===== config.mk =====
export PLATFORM = sky130hd
export DESIGN_NAME = vga_sram_arbiter
export DESIGN_NICKNAME = d
export VERILOG_FILES = /design/src/rtl/vga_pkg.sv /design/src/rtl/vga_sram_arbiter.sv
export SDC_FILE = /design/constraint.sdc
export NUM_CORES = 1
export LEC_CHECK = 0
export ABC_CLOCK_PERIOD_IN_PS = 1550
export BUFFER_PORTS_ARGS = -buffer_cell sky130_fd_sc_hd__clkbuf_2
export CORE_ASPECT_RATIO = 0.8
export CORE_UTILIZATION = 41
export DETAILED_ROUTE_END_ITERATION = 10
export PLACE_DENSITY = 0.74
export SYNTH_ARGS = -nofsm -noshare
export SYNTH_HDL_FRONTEND = slang
export SYNTH_SLANG_ARGS = --single-unit

===== constraint.sdc =====
create_clock -name clk -period 1.55 [get_ports clk]
set_input_delay 0.31 -clock clk [delete_from_list [all_inputs] [get_ports clk]]
set_output_delay 0.31 -clock clk [all_outputs]
set_load 0.1 [all_outputs]

===== src/rtl/vga_pkg.sv =====
// Shared types for the VGA subsystem: video timing region, arbiter FSM state and grant owner.
package vga_pkg;

   typedef enum logic [1:0] {
      SYNC   = 2'd0,
      BPORCH = 2'd1,
      ACTIVE = 2'd2,
      FPORCH = 2'd3
   } vga_state_t;

   typedef enum logic [1:0] {
      IDLE    = 2'd0,
      GNT_VGA = 2'd1,
      GNT_CPU = 2'd2
   } arb_state_t;

   typedef enum logic {
      GRANT_CPU = 1'b0,
      GRANT_VGA = 1'b1
   } grant_t;

   localparam int unsigned BSEL_W = 4;

endpackage


===== src/rtl/vga_sram_arbiter.sv =====
// Single-port SRAM arbiter between the CPU data bus and the VGA fetch engine.
// VGA is favoured during active video; a saturating wait counter bounds CPU deferral.
module vga_sram_arbiter
   import vga_pkg::*;
#(
   parameter int unsigned ADDR_W       = 32,
   parameter int unsigned DATA_W       = 32,
   parameter int unsigned CPU_MAX_WAIT = 16
) (
   input  logic              clk,
   input  logic              rst,
   input  logic              vga_req,
   input  logic [ADDR_W-1:0] vga_addr,
   input  logic [1:0]        vga_state,
   output logic [DATA_W-1:0] vga_data,
   output logic              vga_done,
   input  logic              cpu_read,
   input  logic              cpu_write,
   input  logic [ADDR_W-1:0] cpu_addr,
   input  logic [DATA_W-1:0] cpu_wdata,
   input  logic [BSEL_W-1:0] cpu_byte_sel,
   output logic [DATA_W-1:0] cpu_rdata,
   output logic              cpu_done,
   output logic              cpu_busy,
   output logic              sram_read,
   output logic              sram_write,
   output logic [ADDR_W-1:0] sram_addr,
   output logic [DATA_W-1:0] sram_wdata,
   output logic [BSEL_W-1:0] sram_byte_sel,
   input  logic [DATA_W-1:0] sram_rdata,
   input  logic              sram_busy
);

   localparam int unsigned         WAIT_W   = $clog2(CPU_MAX_WAIT + 1);
   localparam logic [WAIT_W-1:0]   MAX_WAIT = WAIT_W'(CPU_MAX_WAIT);

   arb_state_t        r_state;
   grant_t            r_last_grant;
   logic [WAIT_W-1:0] r_wait_cnt;

   logic w_vga_pend;
   logic w_cpu_pend;
   logic w_vga_active;
   logic w_grant_vga;
   logic w_grant_cpu;

   // A requester finishing this cycle is masked so a held level request is not re-granted.
   assign w_vga_pend   = vga_req & ~vga_done;
   assign w_cpu_pend   = (cpu_read | cpu_write) & ~cpu_done;
   assign w_vga_active = (vga_state == 2'(ACTIVE));
   assign cpu_busy     = (cpu_read | cpu_write) & ~cpu_done & ~rst;

   // Grant decision; only acted on in IDLE.
   always_comb begin
      w_grant_vga = 1'b0;
      w_grant_cpu = 1'b0;
      if (w_vga_pend && w_cpu_pend) begin
         if (w_vga_active && (r_wait_cnt < MAX_WAIT))
            w_grant_vga = 1'b1;
         else if (r_wait_cnt == MAX_WAIT)
            w_grant_cpu = 1'b1;
         else if (r_last_grant == GRANT_CPU)
            w_grant_vga = 1'b1;
         else
            w_grant_cpu = 1'b1;
      end else begin
         w_grant_vga = w_vga_pend;
         w_grant_cpu = w_cpu_pend;
      end
   end

   always_ff @(posedge clk) begin
      if (rst) begin
         r_state       <= IDLE;
         r_last_grant  <= GRANT_CPU;
         r_wait_cnt    <= '0;
         vga_data      <= '0;
         vga_done      <= 1'b0;
         cpu_rdata     <= '0;
         cpu_done      <= 1'b0;
         sram_read     <= 1'b0;
         sram_write    <= 1'b0;
         sram_addr     <= '0;
         sram_wdata    <= '0;
         sram_byte_sel <= '0;
      end else begin
         vga_done <= 1'b0;
         cpu_done <= 1'b0;

         if ((r_state == IDLE) && w_grant_cpu)
            r_wait_cnt <= '0;
         else if ((r_state != GNT_CPU) && w_cpu_pend && (r_wait_cnt < MAX_WAIT))
            r_wait_cnt <= r_wait_cnt + WAIT_W'(1);

         case (r_state)
            IDLE: begin
               if (w_grant_vga) begin
                  sram_read     <= 1'b1;
                  sram_write    <= 1'b0;
                  sram_addr     <= vga_addr;
                  sram_wdata    <= '0;
                  sram_byte_sel <= '1;
                  r_state       <= GNT_VGA;
               end else if (w_grant_cpu) begin
                  // Write takes priority when the CPU raises both strobes.
                  sram_read     <= ~cpu_write;
                  sram_write    <= cpu_write;
                  sram_addr     <= cpu_addr;
                  sram_wdata    <= cpu_wdata;
                  sram_byte_sel <= cpu_byte_sel;
                  r_state       <= GNT_CPU;
               end
            end
            GNT_VGA: begin
               if (!sram_busy) begin
                  vga_data     <= sram_rdata;
                  vga_done     <= 1'b1;
                  sram_read    <= 1'b0;
                  r_last_grant <= GRANT_VGA;
                  r_state      <= IDLE;
               end
            end
            GNT_CPU: begin
               if (!sram_busy) begin
                  cpu_rdata    <= sram_rdata;
                  cpu_done     <= 1'b1;
                  sram_read    <= 1'b0;
                  sram_write   <= 1'b0;
                  r_last_grant <= GRANT_CPU;
                  r_state      <= IDLE;
               end
            end
            default: r_state <= IDLE;
         endcase
      end
   end

endmodule


* Yosys cells after proc, flatten, opt, wreduce, memory -nomap -nowiden
Cells that the tools add are included.
W data, S select, Z words.
** Operators by class
- Add/sub/neg operators :: 1
- $lt $le $gt $ge :: 1
- Equal/unequal tests :: 9
- Muxes and demuxes :: 28
- Bitwise logic cells :: 11
- Reductions and logical operators :: 21
** Operators with widths (number)
- $mux W32 :: 4
- $mux W1 :: 15
- $reduce_and A3 Y1 :: 3
- $mux W4 :: 2
- $ne A2 B2 Y1 const B :: 4
- $reduce_and A2 Y1 :: 4
- $reduce_bool A2 Y1 :: 4
- $reduce_or A2 Y1 :: 4
- $not A1 Y1 :: 7
- $mux W2 :: 3
- $pmux W1 S2 :: 3
- $add A5 B1 Y5 const B :: 1
- $eq A5 B5 Y1 const B :: 1
- $logic_and A1 B1 Y1 :: 5
- $lt A5 B5 Y1 const B :: 1
- $eq A2 B2 Y1 const B :: 2
- $pmux W2 S2 :: 1
- $and A1 B1 Y1 :: 3
- $ne A3 B3 Y1 const B :: 1
- $eq A2 B1 Y1 const B :: 1
- $logic_not A2 Y1 :: 1
- $or A1 B1 Y1 :: 1
** Word-level totals
- Register bits :: 144
- Input port bits :: 140
- Output and inout bits :: 137
- Word-level logic and storage cells :: 83

* Depth between registers and ports, before layout
- Depth after elaboration :: 7
- Gate-level depth with buffers :: 8
- Mapped depth without buffers :: 6

* Least setup slack after synthesis
Ideal clock, no wire load.
- Kind :: reg2out
- Start :: register cpu_done
- End :: output port cpu_busy
- Data arrival time :: 2.335 ns
- Data required time :: 1.240 ns
- Path slack :: -1.095 ns
- Stages on the path, launching flop included :: 3
- Buffers on the path :: 0
- Cell sequence :: dfxtp_1 o21bai_1 nor2_1
** On the way
- Cells in the longest elaborated chain, start to end :: 3
** Ends and longest elaborated chain
- start, declared :: RTL line vga_sram_arbiter.sv:23 : output logic cpu_done,
- start signal, assigned :: RTL line vga_sram_arbiter.sv:80 : cpu_done <= 1'b0;
- start signal, assigned :: RTL line vga_sram_arbiter.sv:88 : cpu_done <= 1'b0;
- start signal, assigned :: RTL line vga_sram_arbiter.sv:126 : cpu_done <= 1'b1;
- $not A1 Y1 :: RTL line vga_sram_arbiter.sv:51 : assign cpu_busy = (cpu_read | cpu_write) & ~cpu_done & ~rst;
- $and A1 B1 Y1 (2 in a row) :: RTL line vga_sram_arbiter.sv:51
- end, declared :: RTL line vga_sram_arbiter.sv:24 : output logic cpu_busy,
Every way passes these cells.

* Worst setup path in the final report
- Start :: register r_wait_cnt[4]
- End :: register sram_addr[26]
** On the way
- Cells in the longest elaborated chain, start to end :: 6
- Elaborated cells on any way between the ends :: 12
- Classes of those cells :: 1 x order compare; 1 x eq/ne; 7 x mux; 3 x reduce/logical
** Ends and longest elaborated chain
- start, declared :: RTL line vga_sram_arbiter.sv:39 : logic [WAIT_W-1:0] r_wait_cnt;
- start signal, assigned :: RTL line vga_sram_arbiter.sv:93 : r_wait_cnt <= r_wait_cnt + WAIT_W'(1);
- $lt A5 B5 Y1 or $eq A5 B5 Y1 (tied branches) :: RTL line vga_sram_arbiter.sv:58, vga_sram_arbiter.sv:60
- $logic_and A1 B1 Y1 or $mux W1 (tied branches) :: RTL line vga_sram_arbiter.sv:58, vga_sram_arbiter.sv:60
- $mux W1 :: RTL line vga_sram_arbiter.sv:58 : if (w_vga_active && (r_wait_cnt < MAX_WAIT))
- $mux W1 :: RTL line vga_sram_arbiter.sv:57 : if (w_vga_pend && w_cpu_pend) begin
- $reduce_bool A2 Y1 (no source line)
- $reduce_and A2 Y1 (no source line)
- end signal, assigned :: RTL line vga_sram_arbiter.sv:100 : sram_addr <= vga_addr;
- end signal, assigned :: RTL line vga_sram_arbiter.sv:108 : sram_addr <= cpu_addr;
- end, declared :: RTL line vga_sram_arbiter.sv:27 : output logic [ADDR_W-1:0] sram_addr,
Parallel ways exist; a longest one is shown, timed or not.
A chain may end at the register's enable or synchronous reset.

==> summary.txt <==
run status = finished, violations left
failing checks = negative setup slack
I/O pins = 277
most frequent cells in the layout = clkbuf_2 (170), dfxtp_1 (138), buf_2 (89), nand2_1 (70), a21oi_1 (66)
dominant synthesized flop cell = dfxtp_1
# setup viols final = 78
post-cts hold buffer count = 0
clk_lat worst skew = 0.41 ns
reg2reg path depth = 7
fillcell total = 1013
end of the worst hold path = cpu_rdata[8]$_SDFFE_PP0P_
Final min period = 1.760 ns
DRT iter0 DRCs = 382
area of the mapped netlist = 5361 um2
total power = 13.30 mW
Max Clk Rate = 0.5682 GHz
final hold slack = 0.1179 ns
CTS Sinks = 144
initial antenna violation count = 0
Syn Nets = 734
CTS tree = built
crit share post-route = 113.5%
Total Wirelength = 18550 um
cells after synthesis = 588
CTS buffer count = 17
Placed Area = 7284 um2
HPWL Detailed = 11590 um
Seq/Total Area, Yosys = 53.77%
reg2reg end = sram_addr[26]$_SDFFE_PP0P_
Syn Area/Cell = 9.118 um2
die span in y = 104.3 um
worst-path fanout max = 8
post-layout instance area = 8444 um2
Cell variety after synth = 36
wire per inst = 17.35 um
RD Place Congestion = 0.8055
largest net degree at the start of global routing = 54
HP Class = in -> reg
commonest non-fill, non-tap cell in the layout = clkbuf_2
router iterations before antenna repair = 4
Layout Utilization = 67.68%
worst slew pin tran = 0.5689 ns
Rows = 36
FF-to-FF setup slack = -0.21 ns
area of the die = 13540 um2
Cell Pwr Density = 1575 nW/um2
core area = 12480 um2
LEAKAGE = 3.816 nW
CTS Buffer Depth = 2
Die Wd = 129.9 um
final hold vios = 0
clock root buffer master = clkbuf_16
RSZ-0062 raised after global routing = true
flops & latches, synth = 144
H-Tree Depth = 4
Critical Path RT = 1.89 ns
CP Class = reg -> reg
Layout area overhead = 57.50%
YS warnings = 0
number of enable flip-flop cells after synthesis = 0
IO Port Bufs = 276
CP Launch Type = flop
clk_skew = 0.007907 ns
layout cell share with drive strength beyond 1 = 48.00%
Max IR drop VDD = 0.8737 mV
WHS Path Cells = 2
Reg-to-Reg Start = r_wait_cnt[4]$_SDFFE_PP0P_
worst setup margin = -0.2099 ns
n_diodes = 0
number of global-route vias before repair = 5316
vias post-DR = 5778
Vias/cell = 5.405
crit path DAT = 2.10 ns
clk slew on worst S/H paths = 0.07 ns
first-pass GRT wire length = 26700 um
Initial Util = 42.97%
Max-cap violations = 0
fin nets = 1031
asr flop ratio synth = 0%
Hold Crit Start = sram_rdata[8]
Overall Global Routing Usage = 25.04%
Post-DRT Antenna Nets = 0
sum of negative setup slack = -12.33 ns
DRC viols = 0
Max-slew headroom = 62.23%
Slew Viols, Final = 0
global route total overflow = 0
CP Capture Type = flop
metrics by stage:
step	std cells	worst slack, ns
6_report	1069	-0.2099
4_1_cts	1058	-0.1685
5_1_grt	1069	-0.2599
2_1_floorplan	588	-0.07852
3_3_place_gp	1021	-0.2213
3_5_place_dp	1021	-0.2607
where the power goes:
part | internal (mW) | switching (mW) | total [mW]
logic | 1.22 | 3.69 | 4.91
clock network | 2.43 | 1.72 | 4.15
registers | 4.05 | 0.179 | 4.23
total | 7.70 | 5.59 | 13.3
how the worst max path moves through the flow:
| stage | slack, ns | end | startpoint |
|---|---|---|---|
| 2_1_floorplan | -0.08 | sram_wdata[22]$_SDFFE_PP0P_ | vga_state[0] |
| 3_3_place_gp | -0.22 | sram_addr[3]$_SDFFE_PP0P_ | vga_state[0] |
| 3_5_place_dp | -0.26 | sram_addr[30]$_SDFFE_PP0P_ | vga_state[0] |
| 4_1_cts | -0.17 | sram_addr[3]$_SDFFE_PP0P_ | r_wait_cnt[4]$_SDFFE_PP0P_ |
| 5_1_grt | -0.26 | r_state[0]$_SDFFE_PP0P_ | r_wait_cnt[4]$_SDFFE_PP0P_ |
| 6_report | -0.21 | sram_addr[26]$_SDFFE_PP0P_ | r_wait_cnt[4]$_SDFFE_PP0P_ |
cell families after synthesis:
logic type / share of synthesized area (%)
xor+xnor: 0.4902
compound gates: 29.47
buf+inv: 4.831
simple gates: 9.662
mux: 0.3734
fa+ha+maj: 1.400
flops: 53.77
synth_stat cells (4+ instances only):
cell type	n	area, um2
nand2_1	71	266.5
nor3_1	8	40.04
o21ai_0	65	325.3
o221a_2	4	45.04
buf_6	4	45.04
nor2_1	37	138.9
ha_1	6	75.07
a22o_1	32	280.3
a21oi_1	70	350.3
inv_1	7	26.28
clkbuf_1	44	165.2
a31oi_1	33	206.5
dfxtp_1	144	2883
a32oi_1	33	289.0
layout make-up:
cell class | instances | area [um2] | share of cell area [%]
Sequential cell | 144 | 2895 | 34.29
Clock inverter | 15 | 176.4 | 2.089
Clock buffer | 17 | 425.4 | 5.038
Timing Repair Buffer | 330 | 2097 | 24.83
Tap cell | 171 | 214.0 | 2.534
Multi-Input combinational cell | 385 | 2606 | 30.86
Inverter | 7 | 30.03 | 0.3556
worst max-delay path, stage by stage (launching register included):
cell and delay, ns:
dfxtp_2 0.33, or3b_4 0.41, buf_6 0.14, a211oi_4 0.30
buf_6 0.17, buf_12 0.13, o21ai_0 0.09, a21oi_1 0.14
layer usage:
| metal | GRT usage [%] | part of all wire [%] | wire [um] | up-vias |
|---|---|---|---|---|
| met5 | 0 | 0 | 0 | - |
| met4 | 7.309 | 1.2 | 214 | 0 |
| li1 | - | - | - | 2761 |
| met3 | 7.870 | 7.8 | 1450 | 19 |
| met2 | 41.14 | 48 | 8961 | 243 |
| met1 | 31.13 | 43 | 7922 | 2755 |
registers in the layout, summed over array words and instances, names as in the netlist:
| register | cells |
|---|---|
| sram_byte_sel | 4 |
| sram_write | 1 |
| cpu_rdata | 32 |
| r_last_grant | 1 |
| r_wait_cnt | 5 |
| vga_done | 1 |
| cpu_done | 1 |
| vga_data | 32 |
| sram_read | 1 |
| r_state | 2 |
| sram_addr | 32 |
| sram_wdata | 32 |
repair_timing:
action	in CTS	in global routing
resized for setup	22	153
pin swaps	11	25
gates cloned	2	6
endpoints found under the hold margin	0	0
setup endpoints to repair	81	196
setup buffers	4	7
No activity file was read; power rests on OpenSTA's default activity.
